### src/rtl/timer_pkg.sv
`default_nettype none
// ============================================================================
// Module   : timer_pkg
// Brief    : Shared BCD types, digit limits and clamp helper for the timer.
// Revision : 1.0 - initial release
// ============================================================================
package timer_pkg;

   localparam int BCD_W = 4;

   typedef logic [BCD_W-1:0] bcd_t;

   localparam bcd_t BCD_MAX_UNITS    = 4'd9;
   localparam bcd_t BCD_MAX_SEC_TENS = 4'd5;

   function automatic bcd_t bcd_clamp(input bcd_t i_val, input bcd_t i_max);
      return (i_val > i_max) ? i_max : i_val;
   endfunction

endpackage
`default_nettype wire

### src/rtl/bcd_down_digit.sv
`default_nettype none
// ============================================================================
// Module   : bcd_down_digit
// Brief    : One loadable BCD down-counting digit that wraps to MAX on borrow.
// Revision : 1.0 - initial release
// ============================================================================
module bcd_down_digit
   import timer_pkg::*;
#(
   parameter bcd_t MAX = BCD_MAX_UNITS
) (
   input  logic clock_100Hz,
   input  logic clearn,
   input  logic load,
   input  bcd_t load_val,
   input  logic dec,
   output bcd_t q,
   output logic borrow_out
);

   bcd_t r_q;

   always_ff @(posedge clock_100Hz or negedge clearn) begin
      if (!clearn) begin
         r_q <= '0;
      end else if (load) begin
         r_q <= load_val;
      end else if (dec) begin
         r_q <= (r_q == '0) ? MAX : r_q - bcd_t'(1);
      end
   end

   assign q          = r_q;
   assign borrow_out = dec & (r_q == '0);

endmodule
`default_nettype wire

### src/rtl/timer_countdown_module.sv
`default_nettype none
// ============================================================================
// Module   : timer_countdown_module
// Brief    : M:SS BCD countdown timer with keyed digit entry and done pulse.
// Revision : 1.0 - initial release
// ============================================================================
module timer_countdown_module
   import timer_pkg::*;
#(
   parameter int SYNC_STAGES = 2
) (
   input  logic       clock_100Hz,
   input  logic       clearn,
   input  logic [3:0] D,
   input  logic       loadn,
   input  logic       pgt_1Hz,
   input  logic       countdown_en,
   output logic [3:0] sec_ones,
   output logic [3:0] sec_tens,
   output logic [3:0] mins,
   output logic       zero,
   output logic       done
);

   logic [SYNC_STAGES-1:0] r_sync;
   logic                   r_hist;
   logic                   r_done;

   logic w_tick;
   logic w_load;
   logic w_count;
   logic w_last_sec;
   logic w_ones_borrow;
   logic w_tens_borrow;
   logic w_mins_borrow;

   always_ff @(posedge clock_100Hz or negedge clearn) begin
      if (!clearn) begin
         r_sync <= '0;
         r_hist <= 1'b0;
         r_done <= 1'b0;
      end else begin
         r_sync <= {r_sync[SYNC_STAGES-2:0], pgt_1Hz};
         r_hist <= r_sync[SYNC_STAGES-1];
         // Counting is blocked at 0:00, so the minutes borrow never fires here;
         // done only ever marks the step from 0:01 down to 0:00.
         r_done <= w_count & w_last_sec & ~w_mins_borrow;
      end
   end

   assign w_tick     = r_sync[SYNC_STAGES-1] & ~r_hist;
   assign w_load     = w_tick & ~loadn;
   assign w_count    = w_tick & loadn & countdown_en & ~zero;
   assign w_last_sec = (mins == '0) && (sec_tens == '0) && (sec_ones == 4'd1);

   bcd_down_digit #(.MAX(BCD_MAX_UNITS)) u_sec_ones (
      .clock_100Hz (clock_100Hz),
      .clearn      (clearn),
      .load        (w_load),
      .load_val    (bcd_clamp(D, BCD_MAX_UNITS)),
      .dec         (w_count),
      .q           (sec_ones),
      .borrow_out  (w_ones_borrow)
   );

   bcd_down_digit #(.MAX(BCD_MAX_SEC_TENS)) u_sec_tens (
      .clock_100Hz (clock_100Hz),
      .clearn      (clearn),
      .load        (w_load),
      .load_val    (bcd_clamp(sec_ones, BCD_MAX_SEC_TENS)),
      .dec         (w_ones_borrow),
      .q           (sec_tens),
      .borrow_out  (w_tens_borrow)
   );

   bcd_down_digit #(.MAX(BCD_MAX_UNITS)) u_mins (
      .clock_100Hz (clock_100Hz),
      .clearn      (clearn),
      .load        (w_load),
      .load_val    (sec_tens),
      .dec         (w_tens_borrow),
      .q           (mins),
      .borrow_out  (w_mins_borrow)
   );

   assign zero = (mins == '0) && (sec_tens == '0) && (sec_ones == '0);
   assign done = r_done;

endmodule
`default_nettype wire

### config.mk
export PLATFORM = sky130hd
export DESIGN_NAME = timer_countdown_module
export DESIGN_NICKNAME = d
export VERILOG_FILES = /design/src/rtl/timer_pkg.sv /design/src/rtl/bcd_down_digit.sv /design/src/rtl/timer_countdown_module.sv
export SDC_FILE = /design/constraint.sdc
export NUM_CORES = 1
export LEC_CHECK = 0
export CORE_MARGIN = 2
export CORE_UTILIZATION = 46
export DETAILED_ROUTE_END_ITERATION = 10
export PLACE_DENSITY = 0.77
export SYNTH_ARGS = -nofsm -noshare
export SYNTH_HDL_FRONTEND = slang
export SYNTH_SLANG_ARGS = --single-unit
### constraint.sdc
create_clock -name clock_100Hz -period 2.23 [get_ports clock_100Hz]
set_input_delay 0.446 -clock clock_100Hz [delete_from_list [all_inputs] [get_ports clock_100Hz]]
set_output_delay 0.446 -clock clock_100Hz [all_outputs]
set_load 0.005 [all_outputs]
==> results of run 1 <==
==> per-layer routing <==
metal | vias up | global-route usage | part of all wire
met5 | - | 0 | 0
met2 | 48 | 0.3918 | 0.49
met1 | 413 | 0.2874 | 0.41
li1 | 423 | - | -
met4 | 0 | 0.1833 | 0.023
met3 | 6 | 0.03077 | 0.078
==> flip-flops by register name (all words and copies together) (netlist names) <==
signal,cells
done,1
r_sync,2
u_sec_tens.q,4
u_sec_ones.q,4
u_mins.q,4
r_hist,1
==> layout make-up <==
class / count / area [µm²] / share of cell area
tap: 25 / 31.28 / 0.02559
timing repair buffer: 37 / 331.6 / 0.2712
inverter: 1 / 3.754 / 0.003071
multi-input combinational: 70 / 432.9 / 0.3541
clock buffer: 3 / 22.52 / 0.01842
sequential: 16 / 400.4 / 0.3275
==> cell families after synthesis <==
kind of cell           count (synthesis)
and+or+nand+nor                       47
AOI/OAI and AO/OA                     22
DFF                                   16
buffers and inverters                  4
muxes                                  1
==> path summary, 6_finish.rpt <==
| check | startpoint | endpoint | slack, ns | cells past startpoint |
|---|---|---|---|---|
| max | u_mins.q[1] | zero | 0.14 | 3 |
| min | r_sync[0] | r_sync[1] | 0.36 | 0 |
| max reg2reg | u_mins.q[1] | u_sec_ones.q[3] | 0.40 | 5 |
| min reg2reg | r_sync[0] | r_sync[1] | 0.36 | 0 |
| max in group asynchronous | clearn | u_sec_tens.q[2] | 1.18 | 1 |
| min in group asynchronous | clearn | done | 0.59 | 1 |
==> layout by cell type (no fill, tap or decap), types with 2 or more instances in the layout <==
master,instances
nand2_1,9
clkdlybuf4s50_1,21
nand3_1,6
o211ai_1,3
nor3_1,2
buf_4,15
nor2_1,8
nor4_1,2
a31oi_1,3
clkbuf_4,3
or4_1,3
o21ai_0,7
dfrtp_1,16
a21oi_1,4
nand4b_1,2
==> synth_stat cells (2+ instances only) <==
cell      instances
clkbuf_1          2
nand2_1           9
o21ai_0           7
nand4b_1          2
nor3_1            2
or4_1             3
nand3_1           6
nor2_1            8
a31oi_1           3
dfrtp_1          16
nor4_1            2
o211ai_1          3
a21oi_1           4
==> report_power, final <==
part           internal, mW  switching [mW]
Combinational         0.192           0.153
Clock                0.0627          0.0875
Sequential            0.337          0.0561
Total                 0.592           0.296
==> worst max-delay path, stage by stage, from the launching register on <==
cell	delay (ns)
dfrtp_1	0.38
or4_1	0.55
nor4_1	0.16
dlygate4sd2_1	0.26
==> per-stage QoR <==
step                area (µm²)  total power [mW]  setup WS [ns]
detailed placement        1201            0.7405         0.1014
global route              1222            0.9445        0.06949
floorplan                849.6            0.5238         0.5421
CTS                       1222            0.8959         0.1150
finish                    1222            0.8882         0.1435
global placement          1201            0.7278         0.1593
==> flow_summary.yaml, run 1 <==
die:
  ioPinCount: 23
  rows: 15
  die_w_um: 46.98
  core-area_mm2: 0.001727
  die_area_mm2: 0.002207
  initial_utilization: 0.4920
  die_y_um: 46.98
logic_synthesis:
  postSynthCellCount: 90
  synthFlopType: "dfrtp_1"
  synth.distinct_cells: 36
  seq_area_frac_synth: 0.4713
  ys_ff_latch: 16
  synth_area_leaders: "dfrtp_1 47%, o21ai_0 4.1%, nand2_1 4.0%"
  syn_avg_cell_area_um2: 9.440
  synth_top_family_by_area: "simple AND/OR/NAND/NOR gates"
  synth_top_cell_by_area: "dfrtp_1"
  synth_top_area_frac: 0.4713
  synthMuxAreaShare: 0.01178
  synth_compound_area_frac: 0.1620
  synth-simple-area-share: 0.3358
  synthXorXnorAreaFrac: 0
  yosysWarnings: 0
  synth_adder_area_share: 0
  synth_edf_count: 0
  synth_nets: 99
  syn_area_um2: 849.6
  async_flop_share: 1.000
finish:
  num-nets-final: 138
  fin_cells: 152
  area_delta_synth_final_pct: 43.89
  final.fill_count: 147
  final_util: 0.7080
  n_antenna_cell: 0
  drive_gt1_frac: 0.1732
drt:
  ant_nets: 0
  via_count: 890
  drt-initial-drc-count: 26
  wl_per_cell_um: 14.91
  post-route-drc-count: 0
  drtPass1Iterations: 4
  viasPerCell: 5.855
  drt-total-wl_um: 2267
critical_path:
  cp.required_ns: 1.78
  start_kind: "flip-flop"
  arrival_ns: 1.64
  crit_type: "reg2out"
  end_kind: "output port"
  worst-path-max-fanout: 2
sta:
  period_needed_ns: 2.087
  fin_crit_sh: 0.9357
  whs_ns: 0.3619
  fmax_mhz: 479.3
  finalHoldViolCount: 0
  clock_skew_ns: 0.001611
  fin_setup_tns_ns: 0
  maxSlewViolCount: 0
  rsz0062_at_grt: "no"
  worst_slew_pin_slew_ns: 0.7380
  slew_headroom: 0.5064
  setup_viol: 0
placed_design:
  port_buffers: 22
  dp.cells: 149
  post-dp-hpwl_um: 1694
  routabilityCongestion: 0.7711
worst_hold_path:
  hold_class: "reg2reg"
clock_tree:
  root_buffer: "clkbuf_4"
  postCtsSetupRepairBufs: 0
  cts_resized: 1
  hold_buffers: 0
  cts.path.max_buffers: 2
  cts_tree: "yes"
  path_clk_slew_ns: 0.09
  cts_sinks: 16
  cts_made_buffers: 3
  worstSkewPairLatency_ns: 0.28
  htree_num_levels: 1
global_routing:
  antenna_found_initial: 0
  grt_pass1_wl_um: 3615
  first_global_vias: 845
  grt_overflow: 0
  grt_use_total: 0.2407
  grt_max_degree: 17
run_status:
  status: "finished, final reports clean"
power:
  ir_drop_mv: 0.4124
  p_leak_nw: 0.4946
  p_per_area_mw_per_mm2: 726.6
run:
  drv_cap: 0
Note: power is estimated with default switching activity, not from simulation.
==> run 2: changes to the inputs <==
--- a/config.mk
+++ b/config.mk
@@ -9,6 +9,7 @@
 export CORE_UTILIZATION = 46
 export DETAILED_ROUTE_END_ITERATION = 10
 export PLACE_DENSITY = 0.77
+export SKIP_CTS_REPAIR_TIMING = 1
 export SYNTH_ARGS = -nofsm -noshare
 export SYNTH_HDL_FRONTEND = slang
 export SYNTH_SLANG_ARGS = --single-unit
==> flow_summary.yaml, run 2 (same netlist as run 1, synthesis figures left out) <==
power:
  switching_power_uw: 295.9
  internal_power_uw: 592.0
  ir_drop_mv: 0.4126
  pwr-share-comb: 0.388
  p_leak_nw: 0.5085
  clkPwrFrac: 0.169
  p_per_area_mw_per_mm2: 724.1
  pwr-share-seq: 0.442
  p_sw_frac: 0.3332
  power.total_uw: 887.9
drt:
  ant_nets: 0
  wl_met1_um: 920
  wl_per_cell_um: 14.89
  drt-initial-drc-count: 26
  via_count: 895
  drt-total-wl_um: 2263
  post-route-drc-count: 0
  met2_wirelength_um: 1104
  routed.top_layer: "met4"
  dr_wl_met3_um: 183
  viasPerCell: 5.888
  drtPass1Iterations: 4
finish:
  area_delta_synth_final_pct: 44.33
  fin_cells: 152
  n_antenna_cell: 0
  num-nets-final: 138
  final.fill_count: 147
  final_common_cell: "clkdlybuf4s50_1"
  drive_gt1_frac: 0.1732
  final_util: 0.7101
  final_cell_mix: "21 x clkdlybuf4s50_1, 16 x dfrtp_1, 15 x buf_4"
critical_path:
  crit_path_top_delay_cell: "or4_1"
  crit_type: "reg2out"
  rr_endpoint: "u_sec_ones.q[3]"
  rr_startpoint: "u_mins.q[1]"
  end_kind: "output port"
  reg2reg_depth: 5
  arrival_ns: 1.54
  start_kind: "flip-flop"
  ff2ff_setup_slack_ns: 0.40
  worst-path-max-fanout: 2
  crit_path_max_incr_delay_ns: 0.55
  crit_chain: "or4_1 > nor4_1 > dlymetal6s2s_1"
  cp.required_ns: 1.78
sta:
  rsz0062_at_grt: "no"
  setup_slack_ns: 0.2479
  fin_setup_tns_ns: 0
  finalHoldViolCount: 0
  setup_viol: 0
  worst_slew_pin_slew_ns: 0.7381
  maxSlewViolCount: 0
  fmax_mhz: 504.5
  clock_skew_ns: 0.001471
  period_needed_ns: 1.982
  slew_headroom: 0.5064
  fin_crit_sh: 0.8888
placed_design:
  routabilityCongestion: 0.7711
  dp.cells: 149
  preCtsSetupSlack_ns: 0.1014
  post-dp-hpwl_um: 1694
  port_buffers: 22
clock_tree:
  worstSkewPairLatency_ns: 0.28
  cts_sinks: 16
  root_buffer: "clkbuf_4"
  htree_num_levels: 1
  cts_made_buffers: 3
  cts_tree: "yes"
  cts.path.max_buffers: 2
  path_clk_slew_ns: 0.09
global_routing:
  grt_max_degree: 17
  antenna_found_initial: 0
  grt_overflow: 0
  grt_use_total: 0.2407
  first_global_vias: 845
  grt_pass1_wl_um: 3615
die:
  rows: 15
  die_area_mm2: 0.002207
  die_y_um: 46.98
  initial_utilization: 0.4920
  die_w_um: 46.98
  core-area_mm2: 0.001727
  ioPinCount: 23
worst_hold_path:
  worstHoldEndpoint: "r_sync[1]"
  hold_class: "reg2reg"
  hold_start: "r_sync[0]"
  hold_depth: 0
run:
  drv_cap: 0
run_status:
  status: "finished, final reports clean"
-- run 2: cell types whose count changed in the layout (fill, tap and decap cells not counted), sizes merged --
cell          delta
dlygate4sd2      -1
dlymetal6s2s     +1
-- run 2: layout make-up --
cell class	instances	area [µm²]	area share
multi-input combinational	70	432.9	0.3531
sequential	16	400.4	0.3265
timing repair buffer	37	335.3	0.2735
tap	25	31.28	0.02551
clock buffer	3	22.52	0.01837
inverter	1	3.754	0.003061
-- run 2: metal layers --
metal / vias up / track usage
met3: 8 / 0.03077
met1: 410 / 0.2874
met4: 0 / 0.1833
li1: 423 / -
met5: - / 0
met2: 54 / 0.3918
-- run 2: power groups by stage --
stage               Combinational, mW  Clock (mW)  Sequential [mW]
floorplan                       0.104           0            0.420
global placement                0.331           0            0.397
detailed placement              0.342           0            0.399
CTS                             0.345       0.158            0.393
global route                    0.377       0.166            0.402
finish                          0.345       0.150            0.393
-- run 2: critical path, delay by kind of cell (launching register included) --
kind	cells	cell delay, ns
DFF	1	0.38
buffers and inverters	1	0.16
and+or+nand+nor	2	0.71
-- run 2: worst max path at each step --
stage / from / to / slack (ns) / cells after the start
final: u_mins.q[1] / zero / 0.25 / 3
after global routing: u_mins.q[1] / zero / 0.18 / 3
after CTS: u_mins.q[1] / zero / -0.18 / 3
after detailed placement: loadn / u_sec_tens.q[1] / 0.10 / 5
after global placement: loadn / u_mins.q[2] / 0.16 / 5
after floorplan: u_mins.q[1] / zero / 0.54 / 2
-- run 2: metrics by stage --
step / instance area, µm² / hold WS, ns
2_1_floorplan: 849.6 / 0.1504
3_3_place_gp: 1201 / 0.3379
3_5_place_dp: 1201 / 0.3457
4_1_cts: 1224 / 0.3667
5_1_grt: 1226 / 0.3676
6_report: 1226 / 0.3618
==> run 3: changes to the inputs <==
--- a/config.mk
+++ b/config.mk
@@ -5,9 +5,9 @@
 export SDC_FILE = /design/constraint.sdc
 export NUM_CORES = 1
 export LEC_CHECK = 0
-export CORE_MARGIN = 2
 export CORE_UTILIZATION = 46
 export DETAILED_ROUTE_END_ITERATION = 10
+export GPL_ROUTABILITY_DRIVEN = 0
 export PLACE_DENSITY = 0.77
 export SKIP_CTS_REPAIR_TIMING = 1
 export SYNTH_ARGS = -nofsm -noshare
==> flow_summary.yaml, run 3 (same netlist as run 1, synthesis figures left out) <==
run_status:
  status: "finished, final reports clean"
clock_tree:
  cts_made_buffers: 3
  worstSkewPairLatency_ns: 0.29
  root_buffer: "clkbuf_4"
  cts_tree: "yes"
  cts.path.max_buffers: 2
  path_clk_slew_ns: 0.09
  cts_sinks: 16
  htree_num_levels: 1
finish:
  final_cell_mix: "21 x clkdlybuf4s50_1, 16 x dfrtp_1, 15 x buf_4"
  num-nets-final: 138
  final_common_cell: "clkdlybuf4s50_1"
  n_antenna_cell: 0
  fin_cells: 153
  drive_gt1_frac: 0.1797
  area_delta_synth_final_pct: 45.95
sta:
  slew_headroom: 0.5096
  setup_viol: 0
  maxSlewViolCount: 0
  fmax_mhz: 496.2
  whs_ns: 0.3525
  setup_slack_ns: 0.2145
  period_needed_ns: 2.016
  clock_skew_ns: 0.008251
  rsz0062_at_grt: "no"
  finalHoldViolCount: 0
  worst_slew_pin_slew_ns: 0.7333
  fin_crit_sh: 0.9038
placed_design:
  port_buffers: 22
  post-dp-hpwl_um: 1777
  preCtsSetupSlack_ns: 0.07989
  dp.cells: 149
global_routing:
  grt_overflow: 0
  gr-usage-met3: 0.06800
  grt_use_total: 0.2506
  grt_busiest_layer: "met2"
  grt_pass1_wl_um: 3553
  first_global_vias: 788
  met2_usage: 0.3913
  grt_max_degree: 17
  antenna_found_initial: 0
  grt_util_met1: 0.2970
critical_path:
  critPathBufInv: 1
  cp.required_ns: 1.78
  crit_path_top_delay_cell: "or4_1"
  crit_type: "reg2out"
  crit_family: "simple AND/OR/NAND/NOR gates"
  worst-path-max-fanout: 2
  crit_path_max_incr_delay_ns: 0.58
  crit_chain: "or4_1 > nor4_1 > dlymetal6s2s_1"
  start_kind: "flip-flop"
  arrival_ns: 1.57
  end_kind: "output port"
run:
  drv_cap: 0
die:
  initial_utilization: 0.4920
  die_y_um: 44.98
  die_area_mm2: 0.002023
  die_w_um: 44.98
  ioPinCount: 23
  core-area_mm2: 0.001727
  rows: 15
drt:
  via_count: 894
  ant_nets: 0
  drtPass1Iterations: 4
  post-route-drc-count: 0
  wl_per_cell_um: 15.08
  drt-total-wl_um: 2308
  drt-initial-drc-count: 17
  viasPerCell: 5.843
worst_hold_path:
  hold_class: "reg2reg"
power:
  ir_drop_mv: 0.5592
  p_per_area_mw_per_mm2: 747.5
  power.total_uw: 926.9
  p_leak_nw: 0.5157
==> run 3: changes by cell type in the layout (fill, tap and decap cells not counted), sizes merged <==
| cell | before | now |
|---|---|---|
| clkbuf | 3 | 4 |
==> run 3: per-stage QoR <==
stage | utilization | area (µm²) | TNS [ns]
global route | 0.7181 | 1240 | 0
global placement | 0.6957 | 1201 | 0
CTS | 0.7167 | 1237 | -0.2030
detailed placement | 0.6957 | 1201 | 0
finish | 0.7181 | 1240 | 0
floorplan | - | 849.6 | 0
==> run 3: worst paths after layout <==
check | from | to | slack [ns] | cells past startpoint
worst max-delay path | u_mins.q[1] | zero | 0.21 | 3
worst min-delay path | r_sync[0] | r_sync[1] | 0.35 | 0
worst max register to register | u_mins.q[1] | u_sec_tens.q[0] | 0.34 | 5
worst min register to register | r_sync[0] | r_sync[1] | 0.35 | 0
max in group asynchronous | clearn | r_sync[1] | 1.18 | 1
min in group asynchronous | clearn | u_mins.q[2] | 0.58 | 1
==> run 3: report_power, final <==
| part | total, mW | internal, mW | switching, mW |
|---|---|---|---|
| logic | 0.343 | 0.192 | 0.151 |
| registers | 0.395 | 0.337 | 0.0583 |
| clock network | 0.189 | 0.0994 | 0.0892 |
| total | 0.927 | 0.629 | 0.298 |
==> run 3: per-layer routing <==
layer | up-vias | routed length, µm
met5 | - | 0
met4 | 0 | 72
met3 | 8 | 110
met2 | 31 | 1154
met1 | 429 | 970
li1 | 426 | -
==> run 3: worst reg2reg max path, cell delays in order (launching register included) <==
cell,delay [ns]
dfrtp_1,0.39
or4_1,0.58
buf_4,0.18
nor4b_1,0.39
or3_1,0.17
a21oi_1,0.06
==> run 3: layout make-up <==
cell class	count	area, µm²
Multi-Input combinational cell	70	432.9
Sequential cell	16	400.4
Fill cell	156	486.7
Inverter	1	3.754
Clock buffer	4	36.28
Tap cell	25	31.28
Timing Repair Buffer	37	335.3
